**config.mk**
```make
export PLATFORM = sky130hd
export DESIGN_NAME = fire_scheduler
export DESIGN_NICKNAME = d
export VERILOG_FILES = /design/src/rtl/fire_scheduler.sv
export SDC_FILE = /design/constraint.sdc
export NUM_CORES = 1
export LEC_CHECK = 0
export ABC_AREA = 0
export BUFFER_PORTS_ARGS = -buffer_cell sky130_fd_sc_hd__buf_2
export CAP_MARGIN = 20
export CORE_AREA = 2 2 103 105
export CTS_BUF_LIST = sky130_fd_sc_hd__clkbuf_8
export CTS_CLUSTER_SIZE = 16
export DETAILED_ROUTE_END_ITERATION = 8
export DIE_AREA = 0 0 105 107
export GPL_ROUTABILITY_DRIVEN = 1
export MAX_ROUTING_LAYER = met4
export PLACE_DENSITY = 0.67
export REMOVE_ABC_BUFFERS = 1
export SLEW_MARGIN = 10
export SYNTH_ARGS = -nofsm -noshare
export SYNTH_HDL_FRONTEND = slang
export SYNTH_SLANG_ARGS = --single-unit
export TNS_END_PERCENT = 20
```
**constraint.sdc**
```tcl
create_clock -name clk -period 7.6 [get_ports clk]
set_input_delay 0.38 -clock clk [delete_from_list [all_inputs] [get_ports clk]]
set_output_delay 0.38 -clock clk [all_outputs]
set_load 0.1 [all_outputs]
```
**src/rtl/fire_scheduler.sv**
```systemverilog
// Firing scheduler for the synchronous circuit model: grants one excited element per
// two-cycle firing step (round-robin or LFSR-random) and flags deadlock when nothing is excited.
module fire_scheduler #(
    parameter int N           = 8,
    parameter int LFSR_W      = 16,
    parameter int STALL_LIMIT = 4,
    parameter int CNT_W       = 32
) (
    input  logic                   clk,
    input  logic                   reset,
    input  logic [N-1:0]           excited,
    input  logic                   mode,
    input  logic [LFSR_W-1:0]      seed,
    input  logic                   start,
    input  logic                   halt_req,
    input  logic                   step_mode,
    input  logic                   step,
    output logic [N-1:0]           ena,
    output logic [$clog2(N)-1:0]   fire_idx,
    output logic                   fire_valid,
    output logic                   deadlock,
    output logic [CNT_W-1:0]       fire_count,
    output logic [1:0]             state
);

    localparam int IDX_W   = $clog2(N);
    localparam int STALL_W = $clog2(STALL_LIMIT + 1);
    localparam logic [LFSR_W-1:0] LFSR_TAPS = LFSR_W'(16'hB400);

    typedef enum logic [1:0] {
        IDLE     = 2'd0,
        PICK     = 2'd1,
        FIRE     = 2'd2,
        DEADLOCK = 2'd3
    } state_t;

    state_t               state_q;
    state_t               state_d;
    logic [LFSR_W-1:0]    lfsr;
    logic [LFSR_W-1:0]    lfsr_step;
    logic [IDX_W-1:0]     rr_ptr;
    logic [IDX_W-1:0]     grant;
    logic [IDX_W-1:0]     pick_idx;
    logic [STALL_W-1:0]   stall;
    logic                 step_armed;
    logic                 pick_ok;
    logic                 found;
    logic                 stall_expired;
    int                   sel_base;
    int                   sel_cand;

    assign state         = state_q;
    assign pick_ok       = !step_mode || step_armed;
    assign stall_expired = (stall == STALL_W'(STALL_LIMIT - 1));
    assign lfsr_step     = lfsr[0] ? ((lfsr >> 1) ^ LFSR_TAPS) : (lfsr >> 1);

    // Rotating priority search: round-robin starts just past the last grant,
    // random mode starts at an LFSR-chosen base; both wrap modulo N.
    always_comb begin
        found    = 1'b0;
        pick_idx = '0;
        sel_cand = 0;
        if (mode)
            sel_base = int'(lfsr[IDX_W-1:0]) % N;
        else
            sel_base = (int'(rr_ptr) + 1) % N;
        for (int k = 0; k < N; k++) begin
            sel_cand = (sel_base + k) % N;
            if (!found && excited[IDX_W'(sel_cand)]) begin
                found    = 1'b1;
                pick_idx = IDX_W'(sel_cand);
            end
        end
    end

    always_comb begin
        state_d = state_q;
        case (state_q)
            IDLE: begin
                if (start)
                    state_d = PICK;
            end
            PICK: begin
                if (halt_req)
                    state_d = IDLE;
                else if (pick_ok && found)
                    state_d = FIRE;
                else if (pick_ok && stall_expired)
                    state_d = DEADLOCK;
            end
            FIRE: begin
                state_d = halt_req ? IDLE : PICK;
            end
            DEADLOCK: begin
                if (start)
                    state_d = PICK;
                else if (halt_req)
                    state_d = IDLE;
            end
            default: state_d = IDLE;
        endcase
    end

    always_ff @(posedge clk or posedge reset) begin
        if (reset)
            state_q <= IDLE;
        else
            state_q <= state_d;
    end

    // ena and fire_valid are registered so they are high only for the FIRE
    // cycle, and drop asynchronously if reset hits mid-fire.
    always_ff @(posedge clk or posedge reset) begin
        if (reset) begin
            ena        <= '0;
            fire_valid <= 1'b0;
            fire_idx   <= '0;
            deadlock   <= 1'b0;
            fire_count <= '0;
            lfsr       <= LFSR_W'(1);
            rr_ptr     <= IDX_W'(N - 1);
            grant      <= '0;
            stall      <= '0;
            step_armed <= 1'b0;
        end else begin
            ena        <= '0;
            fire_valid <= 1'b0;
            if (step && state_q != FIRE)
                step_armed <= 1'b1;
            case (state_q)
                IDLE, DEADLOCK: begin
                    if (start) begin
                        lfsr     <= (seed == '0) ? LFSR_W'(1) : seed;
                        stall    <= '0;
                        deadlock <= 1'b0;
                    end
                end
                PICK: begin
                    lfsr <= lfsr_step;
                    if (state_d == FIRE) begin
                        grant      <= pick_idx;
                        stall      <= '0;
                        step_armed <= 1'b0;
                        ena        <= N'(1) << pick_idx;
                        fire_valid <= 1'b1;
                    end else if (!halt_req && pick_ok) begin
                        stall <= stall + STALL_W'(1);
                    end
                    if (state_d == DEADLOCK)
                        deadlock <= 1'b1;
                end
                FIRE: begin
                    rr_ptr   <= grant;
                    fire_idx <= grant;
                    if (fire_count != {CNT_W{1'b1}})
                        fire_count <= fire_count + CNT_W'(1);
                end
                default: ;
            endcase
        end
    end

endmodule

```
==> key figures <==
Drt
  • Remaining DRCs: 0
  • Via density: approximately 5.7
  • WL/cell: 16.1 um
  • DR pass1 iterations: 5
  • Routed wire length: 11100 um
  • Routed Antenna Nets: 0
  • Vias: 3917
  • DR iter-0 viols: between 200 and 250

Placement
  • GPL Wtd Cong: 0.897
  • Placed cell areas: roughly 0.0051 mm^2
  • DPL Wire Length: 8270 um
  • IO Port Bufs: 77

Pwr
  • Pwr dens: approximately 420 mW/mm^2
  • Worst VDD drop: between 200 and 300 uV
  • Static leakage: 0.00245 uW

Yosys
  • Cells after synthesis: 471
  • Average cell area after synthesis: 9.71 um^2
  • Ys Warns: 0
  • Synth cell types: 68
  • Post-synth top flop: dfrtp_1
  • Synth Cell Area: around 0.0046 mm^2
  • Seq cells post-synth: 73
  • Register area share after synthesis: 40.0%
  • Post-synth ARST share: 100%
  • Post-synth EDFFs: 0

Finish
  • Most common cell after layout, fill and taps aside: buf_2
  • Layout cell share with drive strength beyond 1: 23.6%
  • Antenna fix cells: 0
  • NumNets Final: 587
  • Post-route cell area: 0.00529 mm^2
  • Fillcell total: between 900 and 1000
  • Final core utilization: between 50 and 60%
  • Most frequent cells in the layout: 77 x buf_2, 69 x dfrtp_1, 49 x nand2_1
  • Area Growth Syn to Fin: 15.6%

CTS
  • PostCTS Resize Cnt: 0
  • Sink Count: 73
  • Clk Latency, worst-skew pair: approximately 0.36 ns
  • Total CTS buffers: 9
  • CTS clk-pin slew, worst paths: 0.08 ns
  • CTS tree: built
  • H-tree Lvls: 3
  • Longest Clk Path Bufs: 2
  • Hold Buf Count CTS: 0
  • CTS Root Cell: clkbuf_8
  • Setup repair bufs after CTS: 0

Global routing
  • Initial antenna violation count: 0
  • Largest net degree at the start of global routing: 74
  • First-pass GRT wire length: 18900 um
  • Vias in the first global route: ~3800
  • Total gr overflow: 0
  • Total track usage: 21.5%

Flow run
  • Max-cap violations: 0

Floorplanning
  • Initial Utilization: 45.3%
  • I/O Pins: 78
  • Die width: about 110 um
  • Die height: 107 um
  • Die area: between 0.01 and 0.015 mm^2
  • Cell Rows: 37
  • Core Footprint: 0.0101 mm^2

STA
  • Fin Setup TNS: 0 ns
  • Slew @ Worst Pin: 0.943 ns
  • Worst Skew: between 0.01 and 0.015 ns
  • Max Slew Vio Count: 0
  • Fmax: 0.225 GHz
  • RSZ-0062 raised after global routing: no
  • Final Hold Vio Count: 0
  • Max_slew headroom: 37.1%
  • Setup-failing EPs final: 0
  • Min Tclk post-route: 4.44 ns
  • Worst Hold Slack: 0.267 ns
  • Crit share post-route: 58.5%

Critical path
  • FF-to-FF End: ena[3]$_DFF_PP0_
  • Critical path peak fanout: 14
  • CP Launch Type: flip-flop
  • Crit path largest cell delay: 0.60 ns
  • CP cell instances: ha_1 > mux2_2 > inv_1 > ha_1 > inv_1 > a211oi_1 > or2_4 > mux4_2 > nand3_2 > nor2_2 > a311oi_4 > or4b_4 > nor3_1
  • Worst R2R Setup Slack: 3.16 ns
  • CP top delay family: simple AND/OR/NAND/NOR gates
  • Crit path DAT: between 4 and 5 ns
  • FF-to-FF path depth: 13
  • FF-to-FF Start: rr_ptr[0]$_DFFE_PP1P_
  • Nature of the critical path endpoint: flip-flop
  • Buf/Inv on CP: 2
  • Critical path type: flip-flop to flip-flop
  • WP data required: 7.86 ns
  • CP max-delay cell: dfstp_2

Hold path
  • Hold Path Cell Cnt: 3
  • End of the worst hold path: step_armed$_DFF_PP0_
  • HP Class: primary input to flip-flop
  • Hold path start: step

Outcome
  • Outcome: completed
[logic make-up after synthesis]
group / synth area share [%]
buf+inv: 3.88
simple gates: 20.0
compound gates: 16.4
flops: 40.0
fa+ha+maj: 2.73
xor+xnor: 7.25
mux: 9.68
[stage by stage]
stage	setup slack, ns	total power, uW	cells
6_report	3.16	2210	687
5_1_grt	2.84	2370	687
3_5_place_dp	3.24	1860	671
2_1_floorplan	3.67	1570	456
4_1_cts	3.21	2200	687
3_3_place_gp	3.36	1850	671
[registers in the layout, indices dropped and copies added, names as in the netlist, 2 cells and up]
name and flops:
state 2, fire_idx 3, stall 3, fire_count 32
ena 8, rr_ptr 3, lfsr 16, grant 3
[cells in the mapped netlist, drive strengths merged (11+ instances only)]
library cell / number / area (um^2)
mux4: 11 / 248
xnor2: 26 / 235
o21ai: 39 / 195
mux2i: 15 / 150
a21oi: 18 / 90.1
nor3: 13 / 65.1
inv: 22 / 85.1
xor2: 11 / 96.3
nand2: 50 / 195
nand3: 29 / 150
nor2: 22 / 100
dfrtp: 69 / 1730
and3: 11 / 68.8
[layer usage]
metal	wire length, um	share of wire [%]	global-route usage, %
met5	0	0	-
met4	287	2.6	7.81
met3	558	5.0	4.80
met2	5190	47	33.4
met1	5040	45	27.7
[report_power, final]
group | switching, uW | total, uW | internal, uW
clock network | 150 | 335 | 185
logic | 869 | 1310 | 438
registers | 76.3 | 565 | 489
total | 1100 | 2210 | 1110
[worst max-delay path by stage]
stage                                from              endpoint  depth (start not counted)
global route        rr_ptr[0]$_DFFE_PP1P_      ena[2]$_DFF_PP0_                         13
detailed placement  rr_ptr[0]$_DFFE_PP1P_      ena[3]$_DFF_PP0_                         13
CTS                 rr_ptr[0]$_DFFE_PP1P_      ena[3]$_DFF_PP0_                         13
finish              rr_ptr[0]$_DFFE_PP1P_      ena[3]$_DFF_PP0_                         13
floorplan           rr_ptr[0]$_DFFE_PP1P_  grant[2]$_DFFE_PP0P_                         13
global placement    rr_ptr[0]$_DFFE_PP1P_  grant[2]$_DFFE_PP0P_                         13
[worst reg2reg max path, cell delays in order, from the launching register on]
cell	delay, ns
dfstp_2	0.60
ha_1	0.27
mux2_2	0.41
inv_1	0.23
ha_1	0.25
inv_1	0.07
a211oi_1	0.33
or2_4	0.23
mux4_2	0.58
nand3_2	0.15
nor2_2	0.10
a311oi_4	0.42
or4b_4	0.55
nor3_1	0.17
[layout make-up]
class                           instances  area (um^2)  area share (%)
Inverter                               23         88.8            1.68
Tap cell                              136          170            3.22
Multi-Input combinational cell        360         2580            48.7
Timing Repair Buffer                   79          400            7.57
Clock buffer                            9          124            2.34
Sequential cell                        73         1830            34.6
Clock inverter                          7         95.1            1.80
No activity file was read; power rests on OpenSTA's default activity.
